==> config.mk <==
export PLATFORM = sky130hd
export DESIGN_NAME = jtag_user_dr_flat
export DESIGN_NICKNAME = d
export VERILOG_FILES = /design/src/rtl/jtag_dr_pkg.sv /design/src/rtl/jtag_user_dr_if.sv /design/src/rtl/jtag_user_dr.sv /design/src/flat_wrapper.sv
export SDC_FILE = /design/constraint.sdc
export NUM_CORES = 1
export LEC_CHECK = 0
export ABC_AREA = 1
export CORE_AREA = 2 2 39 41
export CTS_CLUSTER_DIAMETER = 60
export DETAILED_ROUTE_END_ITERATION = 16
export DIE_AREA = 0 0 41 43
export PLACE_DENSITY = 0.78
export SKIP_LAST_GASP = 1
export SLEW_MARGIN = 20
export SYNTH_ARGS = -nofsm -noshare
export SYNTH_HDL_FRONTEND = slang
export SYNTH_SLANG_ARGS = --single-unit
==> constraint.sdc <==
create_clock -name JTCK -period 1.6 [get_ports JTCK]
set_input_delay 0.32 -clock JTCK [delete_from_list [all_inputs] [get_ports JTCK]]
set_output_delay 0.32 -clock JTCK [all_outputs]
set_load 0.05 [all_outputs]
==> src/rtl/jtag_dr_pkg.sv <==
// Shared types and helpers for the JTAG user data register chains.
package jtag_dr_pkg;

  typedef enum logic [1:0] {
    IDLE,
    CAPTURED,
    SHIFTING
  } dr_state_t;

  // Counter must reach WIDTH+1 so an over-long scan is distinguishable from an exact one.
  function automatic int cnt_width(input int width);
    return $clog2(width + 2);
  endfunction

endpackage

==> src/rtl/jtag_user_dr_if.sv <==
// JTCK-domain TAP strobes feeding one user chain, and that chain's TDO mux input.
interface jtag_user_dr_if;
  logic JTDI;
  logic JCE;
  logic JSHIFT;
  logic JUPDATE;
  logic JTDO;

  modport master (output JTDI, output JCE, output JSHIFT, output JUPDATE, input JTDO);
  modport slave  (input JTDI, input JCE, input JSHIFT, input JUPDATE, output JTDO);
endinterface

==> src/rtl/jtag_user_dr.sv <==
// JTAG user data register: capture/shift/update with a committed parallel output.
// Optional scan-length check enabled by defining JTAG_DR_LENCHECK_EN.
module jtag_user_dr
  import jtag_dr_pkg::*;
#(
  parameter int               WIDTH       = 4,
  parameter logic [WIDTH-1:0] RESET_VALUE = '0,
  parameter bit               CAPTURE_EXT = 1'b0
) (
  input  logic             JTCK,
  input  logic             JRST,
  jtag_user_dr_if.slave    tap,
  input  logic [WIDTH-1:0] capture_in,
  output logic [WIDTH-1:0] data_out,
  output logic             update_pulse,
  output logic             len_err
);

  dr_state_t        state;
  logic [WIDTH-1:0] shift_reg;
  logic             commit_ok;

  assign tap.JTDO = shift_reg[0];

`ifdef JTAG_DR_LENCHECK_EN
  localparam int             CW       = cnt_width(WIDTH);
  localparam logic [CW-1:0]  CNT_FULL = CW'(WIDTH);
  localparam logic [CW-1:0]  CNT_SAT  = CW'(WIDTH + 1);

  // Shift count only matters when the length check is built in.
  logic [CW-1:0] bit_cnt;

  assign commit_ok = (state == SHIFTING) && (bit_cnt == CNT_FULL);
`else
  assign commit_ok = 1'b1;
  assign len_err   = 1'b0;
`endif

  // NOTE: every register here uses <= so all updates see pre-edge values,
  // and the async reset branch covers every register this block writes.
  always_ff @(posedge JTCK or posedge JRST) begin
    if (JRST) begin
      state        <= IDLE;
      shift_reg    <= '0;
      data_out     <= RESET_VALUE;
      update_pulse <= 1'b0;
`ifdef JTAG_DR_LENCHECK_EN
      bit_cnt      <= '0;
      len_err      <= 1'b0;
`endif
    end else begin
      update_pulse <= 1'b0;
      if (tap.JUPDATE) begin
        if (state != IDLE) begin
          if (commit_ok) begin
            data_out     <= shift_reg;
            update_pulse <= 1'b1;
          end
`ifdef JTAG_DR_LENCHECK_EN
          else begin
            len_err <= 1'b1;
          end
`endif
        end
        state <= IDLE;
      end else if (tap.JCE && !tap.JSHIFT) begin
        shift_reg <= CAPTURE_EXT ? capture_in : data_out;
        state     <= CAPTURED;
`ifdef JTAG_DR_LENCHECK_EN
        bit_cnt   <= '0;
        len_err   <= 1'b0;
`endif
      end else if (tap.JCE && tap.JSHIFT && (state != IDLE)) begin
        // LSB leaves on JTDO first; JTDI enters at the top.
        shift_reg <= {tap.JTDI, shift_reg[WIDTH-1:1]};
        state     <= SHIFTING;
`ifdef JTAG_DR_LENCHECK_EN
        if (bit_cnt != CNT_SAT) begin
          bit_cnt <= bit_cnt + 1'b1;
        end
`endif
      end
    end
  end

endmodule

==> src/flat_wrapper.sv <==
// flat-port wrapper written by rule: the top's interface ports become plain ports
module jtag_user_dr_flat import jtag_dr_pkg::*;
#(
  parameter int               WIDTH       = 4,
  parameter logic [WIDTH-1:0] RESET_VALUE = '0,
  parameter bit               CAPTURE_EXT = 1'b0
)
  (JTCK, JRST, capture_in, data_out, update_pulse, len_err, tap_JTDI, tap_JCE, tap_JSHIFT, tap_JUPDATE, tap_JTDO);
  jtag_user_dr_if tap_i ();
  input  logic JTCK;
  input  logic JRST;
  input  logic [WIDTH-1:0] capture_in;
  output logic [WIDTH-1:0] data_out;
  output logic update_pulse;
  output logic len_err;
  input wire logic [$bits(tap_i.JTDI)-1:0] tap_JTDI;
  input wire logic [$bits(tap_i.JCE)-1:0] tap_JCE;
  input wire logic [$bits(tap_i.JSHIFT)-1:0] tap_JSHIFT;
  input wire logic [$bits(tap_i.JUPDATE)-1:0] tap_JUPDATE;
  output wire logic [$bits(tap_i.JTDO)-1:0] tap_JTDO;
  assign tap_i.JTDI = tap_JTDI;
  assign tap_i.JCE = tap_JCE;
  assign tap_i.JSHIFT = tap_JSHIFT;
  assign tap_i.JUPDATE = tap_JUPDATE;
  assign tap_JTDO = tap_i.JTDO;
  jtag_user_dr #(.WIDTH(WIDTH), .RESET_VALUE(RESET_VALUE), .CAPTURE_EXT(CAPTURE_EXT)) u_core (.JTCK(JTCK), .JRST(JRST), .tap(tap_i), .capture_in(capture_in), .data_out(data_out), .update_pulse(update_pulse), .len_err(len_err));
endmodule
# [Word level (Yosys, flattened, before mapping)]
# Index checks and enable logic that the tools add are counted.
[word_totals] ff_bits=11 out_inout_bits=7
[op_classes] mux=7 n_bitwise=1 n_reduce_logical=9
[op_table] operator="$mux 4" n=2
[op_table] operator="$mux 2" n=3
[op_table] operator="$reduce_and 2->1" n=2
[op_table] operator="$reduce_bool 2->1" n=2
[op_table] operator="$logic_and 1x1->1" n=3
[op_table] operator="$reduce_bool 3->1" n=1
[op_table] operator="$mux 1" n=2
[op_table] operator="$logic_not 1->1" n=1
[op_table] operator="$not 1->1" n=1

# [Longest topological paths before layout]
# Gate-level depths: netlist of the first run.
[depth] ltp_word=5 mapped_depth=7 mapped_depth_nobuf=7

# [Least setup slack after synthesis of the first run]
# No wires, ideal clock.
[synth_timing] kind="register to register" from="register u_core.data_out[2]" to="register u_core.shift_reg[2]" setup_ps=65 arrival_ps=942 t_required_ps=1535 setup_slack_ps=593 path_stages_with_launch=5 n_path_buf=0 synth_period_minus_slack_ps=1007 path_cell_list="dfrtp_1 -> nand3_1 -> nand2_1 -> nand3_1 -> nand2_1"
[synth_via] elab_chain_len=1
[synth_rtl] item="start: declaration" line_no="jtag_user_dr.sv:14" rtl="output logic [WIDTH-1:0] data_out,"
[synth_rtl] item="start signal: assignment" line_no="jtag_user_dr.sv:56" rtl="data_out <= shift_reg;"
[synth_rtl] item="$mux 4" line_no="jtag_user_dr.sv:66" rtl="end else if (tap.JCE && !tap.JSHIFT) begin"
[synth_rtl] item="end signal: assignment" line_no="jtag_user_dr.sv:67" rtl="shift_reg <= CAPTURE_EXT ? capture_in : data_out;"
[synth_rtl] item="end signal: assignment" line_no="jtag_user_dr.sv:75" rtl="shift_reg <= {tap.JTDI, shift_reg[WIDTH-1:1]};"
[synth_rtl] item="end: declaration" line_no="jtag_user_dr.sv:20" rtl="logic [WIDTH-1:0] shift_reg;"
# No other way between the ends.
# A chain may end at the register's enable or synchronous reset.

# [Worst setup path in the final report of the first run]
[layout_timing] from="register u_core.data_out[2]" to="output data_out[2]"
[layout_lines] item="end: declaration" line_no="flat_wrapper.sv:13" rtl="output logic [WIDTH-1:0] data_out;"
# No word-level cell between the ends.

==> results.json, run 1 <==
{
  "status": "complete, no violations",
  "ys_warn_count": 0,
  "yosys.area.top_type": "dfrtp_1",
  "drive_above_1_share_pct": 26.51,
  "netlist_instances": 68,
  "grt_antenna_before_repair": 0,
  "p_leak_uw": 0.0004124,
  "cpPeakStageDelay_ps": 430,
  "startpoint": "u_core.data_out[2]",
  "synth_top_area_share_pct": 51.40,
  "cp.required_ps": 1280,
  "critPathTopFamily": "flip-flops",
  "nFillCells": 149,
  "final_util_pct": 52.53,
  "cp.arrival_ps": 860,
  "post_synth.cell_area_avg_um2": 7.875,
  "synth-xor-area-share_pct": 0,
  "synth_area_leaders": "dfrtp_1 (51%), nand2_1 (21%), nand3_1 (8.4%)",
  "clk_latency_ps": 270,
  "post_cts_resized": 0,
  "avgViaCountPerCell": 4.394,
  "switching_share_pct": 37.88,
  "fmax_mhz": 846.9,
  "cts_tree": "yes",
  "synth_compound_area_share_pct": 0.9346,
  "r2r_end": "u_core.data_out[2]",
  "synthAdderAreaFrac_pct": 0,
  "synthToLayoutAreaGrowth_pct": 35.75,
  "crit_end": "data_out[2]",
  "p_comb_share_pct": 39.4,
  "irDropWorstVdd_v": 0.0006064,
  "synthesis.nets": 78,
  "r2r_cells": 6,
  "numCtsBuffers": 3,
  "p_per_area_nw_per_um2": 1313,
  "cts_root_buf": "clkbuf_4",
  "maxCapViolCount": 0,
  "worstReg2RegStart": "u_core.state[0]",
  "path_class": "reg2out",
  "dr.first_iter.drc_count": 3,
  "fin_crit_ps": 1181,
  "htree_levels": 1,
  "clock_skew_ps": 1.824,
  "port_buffers": 11,
  "wl_per_cell_um": 10.08,
  "synth_top_family_by_area": "simple AND/OR/NAND/NOR gates",
  "layout_commonest_cell": "nand2_1",
  "num_io_pins": 17,
  "cp_slowest_cell": "dfrtp_1",
  "drc": 0,
  "gp_congestion": 0.8133,
  "synth.distinct_cells": 11,
  "p_int_uw": 592.9,
  "coreArea_um2": 1384,
  "dp_hpwl_um": 798.1,
  "fin_crit_sh_pct": 73.80,
  "crit_chain": "buf_12",
  "grt_max_degree": 12,
  "hold_buffers": 0,
  "r2r_slack_ps": 640,
  "path_clk_slew_ps": 70,
  "hold_path_class": "in2async",
  "firstDrtPassIters": 4,
  "antenna_cells": 0,
  "switchingPower_uw": 361.5,
  "drv_slew": 0,
  "cts_setup_buffers": 0,
  "cp.depth": 1,
  "rsz0062_at_grt": "false",
  "synth-seq-cells": 11,
  "die_height_um": 43,
  "track_usage_pct": 15.07,
  "hold_viol": 0,
  "power.total_uw": 954.4,
  "vias": 435,
  "final_cell_mix": "nand2_1 (30), dfrtp_1 (11), nand3_1 (9)",
  "detail-route-antenna-nets": 0,
  "synthMuxAreaShare_pct": 0,
  "grt_pass1_vias": 454,
  "fin_nets": 94,
  "cp_num_buf_inv": 1,
  "rows": 14,
  "grt_pass1_wl_mm": 1.794,
  "globalRouteOverflowTotal": 0,
  "cp_max_fo": 3,
  "cts.sinks": 11,
  "cp-start-kind": "register",
  "synth-simple-area-share_pct": 39.95,
  "pwr-share-clk_pct": 19.6,
  "die_x_um": 41,
  "synth_area_um2": 535.5,
  "setup_violations": 0,
  "seq_area_frac_synth_pct": 51.40,
  "dieArea_um2": 1763,
  "seqPwrFrac_pct": 41.0,
  "tns_ps": 0,
  "start_util_pct": 38.70,
  "routed_wirelength_um": 998,
  "clock_tree.buffer_depth": 2,
  "cp-end-kind": "primary output"
}
[stage by stage]
step / cell area (um2) / cells / hold WS [ps] / worst slack (ps)
global route: 726.9 / 99 / 392.3 / 374.5
global placement: 700.7 / 95 / 492.1 / 193.3
CTS: 726.9 / 99 / 356.1 / 405.3
finish: 726.9 / 99 / 338.5 / 419.2
floorplan: 535.5 / 68 / 172.4 / 593.0
detailed placement: 700.7 / 95 / 496.7 / 160.1
[final cells by class]
class / count / area (um2) / share of cell area, %
timing repair buffer: 12 / 152.6 / 21.00
inverter: 8 / 30.03 / 4.131
sequential: 11 / 275.3 / 37.87
multi-input combinational: 48 / 222.7 / 30.64
tap: 16 / 20.02 / 2.754
clock buffer: 4 / 26.28 / 3.614
[kinds of logic (layout without fill, tap and decap cells)]
group	after synthesis	count (layout)
simple gates	46	46
flops	11	11
buf+inv	9	24
other cells	1	1
compound gates	1	1
[cell usage after synthesis]
master   number
buf_4         1
conb_1        1
dfrtp_1      11
inv_1         2
inv_2         6
nand2_1      30
nand2_2       3
nand2_4       3
nand3_1       9
nor2_1        1
o21ai_0       1
[worst min path at each step]
stage	end	from	slack [ps]
2_1_floorplan	u_core.data_out[0]	JRST	170
4_1_cts	u_core.state[0]	JRST	360
3_3_place_gp	u_core.data_out[1]	u_core.shift_reg[1]	490
6_report	u_core.state[0]	JRST	340
5_1_grt	u_core.update_pulse	JRST	390
3_5_place_dp	u_core.data_out[1]	u_core.shift_reg[1]	500
[metal layers]
| layer | global-route usage (%) | wire [um] | vias up |
|---|---|---|---|
| met3 | 3.141 | 70 | 2 |
| li1 | - | - | 234 |
| met2 | 20.31 | 465 | 12 |
| met1 | 21.89 | 444 | 187 |
| met5 | 0 | 0 | - |
| met4 | 8.000 | 18 | 0 |
[power by group through the flow]
stage	registers, uW	clock network (uW)	logic, uW
after floorplan	498	0	96.6
after global placement	397	0	375
final	392	187	376
after CTS	394	194	380
after global routing	401	206	405
after detailed placement	398	0	380
(Power assumes the default switching activity.)
==> run 2, diff against run 1 <==
--- a/config.mk
+++ b/config.mk
@@ -6,11 +6,11 @@
 export NUM_CORES = 1
 export LEC_CHECK = 0
 export ABC_AREA = 1
-export CORE_AREA = 2 2 39 41
+export CORE_MARGIN = 2
+export CORE_UTILIZATION = 39
 export CTS_CLUSTER_DIAMETER = 60
 export DETAILED_ROUTE_END_ITERATION = 16
-export DIE_AREA = 0 0 41 43
-export PLACE_DENSITY = 0.78
+export PLACE_DENSITY = 0.79
 export SKIP_LAST_GASP = 1
 export SLEW_MARGIN = 20
 export SYNTH_ARGS = -nofsm -noshare
==> constraint.sdc (replaced) <==
create_clock -name JTCK -period 1 [get_ports JTCK]
set_input_delay 0.2 -clock JTCK [delete_from_list [all_inputs] [get_ports JTCK]]
set_output_delay 0.2 -clock JTCK [all_outputs]
set_load 0.05 [all_outputs]
==> run 2 against run 1 <==
  * Final cell count increased by 7.1%
  * The flow now finishes with violations (negative setup slack)
  * Largest power group is now combinational cells
  * Sequential power increased by 62%
  * Setup slack got worse by 470 ps
  * Critical endpoint is now data_out[3]
  * Critical path type unchanged
  * Global-route usage increased by 4.1 points
  * Register-to-register slack got worse by 580 ps
  * Worst hold slack got worse by 120 ps
==> results.json, run 2 (same netlist as run 1, synthesis figures left out) <==
{
  "p_per_area_nw_per_um2": 2042,
  "grt_max_degree": 12,
  "htree_levels": 1,
  "cp.required_ps": 800,
  "die_x_um": 41.06,
  "avgViaCountPerCell": 4.698,
  "setup_violations": 6,
  "regArea_um2": 280.3,
  "clk_latency_ps": 270,
  "rsz0062_at_grt": "true",
  "numCtsBuffers": 3,
  "synthToLayoutAreaGrowth_pct": 54.21,
  "critPathTopFamily": "flip-flops",
  "drc": 0,
  "dieArea_um2": 1686,
  "maxCapViolCount": 0,
  "r2r_cells": 5,
  "port_buffers": 11,
  "crit_end": "data_out[3]",
  "fmax_mhz": 953.5,
  "globalRouteOverflowTotal": 0,
  "r2r_slack_ps": 60,
  "irDropWorstVdd_v": 0.001616,
  "drive_above_1_share_pct": 40.66,
  "final_cell_mix": "nand2_1 (29), buf_4 (9), nand3_1 (7), dfrtp_1 (7)",
  "coreArea_um2": 1285,
  "routed_wirelength_mm": 1.210,
  "antenna_cells": 0,
  "cts_tree": "yes",
  "startpoint": "u_core.data_out[3]",
  "cp_num_buf_inv": 1,
  "grt_pass1_wl_mm": 1.911,
  "path_class": "reg2out",
  "p_leak_uw": 0.0004584,
  "worstReg2RegStart": "u_core.data_out[0]",
  "fin_ws_ps": -48.78,
  "tns_ps": -241.5,
  "cp_slowest_cell": "dfrtp_2",
  "cpPeakStageDelay_ps": 430,
  "drv_slew": 0,
  "track_usage_pct": 19.16,
  "violations": "negative setup slack",
  "cts_root_buf": "clkbuf_4",
  "dr.first_iter.drc_count": 10,
  "cp.depth": 1,
  "num_io_pins": 17,
  "status": "finished with violations",
  "finalNonFillerCells": 106,
  "fin_crit_ps": 1049,
  "fin_nets": 102,
  "cts.sinks": 11,
  "grt_use_met1_pct": 21.16,
  "crit_chain": "buf_12",
  "layout_commonest_cell": "nand2_1",
  "grt_antenna_before_repair": 0,
  "gp_congestion": 0.7974,
  "multi_input_area_um2": 235.2,
  "die_height_um": 41.06,
  "cp.arrival_ps": 850,
  "met3_usage_pct": 5.435,
  "post-place-cells": 97,
  "clock_skew_ps": 1.386,
  "path_clk_slew_ps": 70,
  "dp_hpwl_um": 874.8,
  "hold_viol": 0,
  "fin_crit_sh_pct": 104.9,
  "grt_pass1_vias": 455,
  "final_util_pct": 64.26,
  "clock_tree.buffer_depth": 2,
  "firstDrtPassIters": 4,
  "hold_path_class": "in2async",
  "cp-end-kind": "primary output",
  "wl_per_cell_um": 11.42,
  "vias": 498,
  "detail-route-antenna-nets": 0,
  "start_util_pct": 41.67,
  "met2_usage_pct": 31.64,
  "grt-busiest-layer": "met2",
  "cp-start-kind": "register",
  "r2r_end": "u_core.shift_reg[0]",
  "hold_buffers": 0,
  "rows": 13,
  "cp_max_fo": 2,
  "timing.hold.ws_ps": 215.4,
  "nFillCells": 113
}
==> run 2: changes by cell type in the layout (fill, tap and decap cells not counted), sizes merged <==
cell / delta
dlygate4sd2: +2
buf: +8
clkdlybuf4s50: -2
==> run 2: per-layer routing <==
layer	up-vias	wire (um)
met5	-	0
met4	0	23
met3	4	61
met2	14	617
met1	231	508
li1	249	-
==> run 2: cell type report <==
cell class,instances,share of cell area (%)
inverter,8,3.636
clock buffer,4,3.182
timing repair buffer,20,28.48
tap,15,2.273
multi-input combinational,48,28.48
sequential,11,33.94
==> run 2: power by group <==
group,internal [uW],switching [uW]
Sequential,542,93.2
Clock,154,145
Combinational,366,385
==> run 2: worst min path at each step <==
| stage | endpoint | slack (ps) | depth (start not counted) |
|---|---|---|---|
| 6_report | u_core.state[0] | 220 | 3 |
| 5_1_grt | u_core.state[1] | 240 | 3 |
| 4_1_cts | u_core.update_pulse | 220 | 3 |
| 3_5_place_dp | u_core.state[0] | 500 | 3 |
| 3_3_place_gp | u_core.update_pulse | 500 | 3 |
| 2_1_floorplan | u_core.shift_reg[0] | 50 | 1 |
==> run 2: repair_timing <==
action	CTS	global route
gates resized for setup	2	3
setup buffers	5	0
pin swaps	0	0
setup endpoints to repair	10	12
==> run 2: per-stage QoR <==
stage	worst slack (ps)	power [uW]	area [um2]
after global routing	-79.37	1780	825.8
after detailed placement	-359.8	1307	752.0
after floorplan	105.0	960.9	540.5
after global placement	-301.7	1299	752.0
after CTS	-59.36	1691	813.3
final	-48.78	1686	825.8
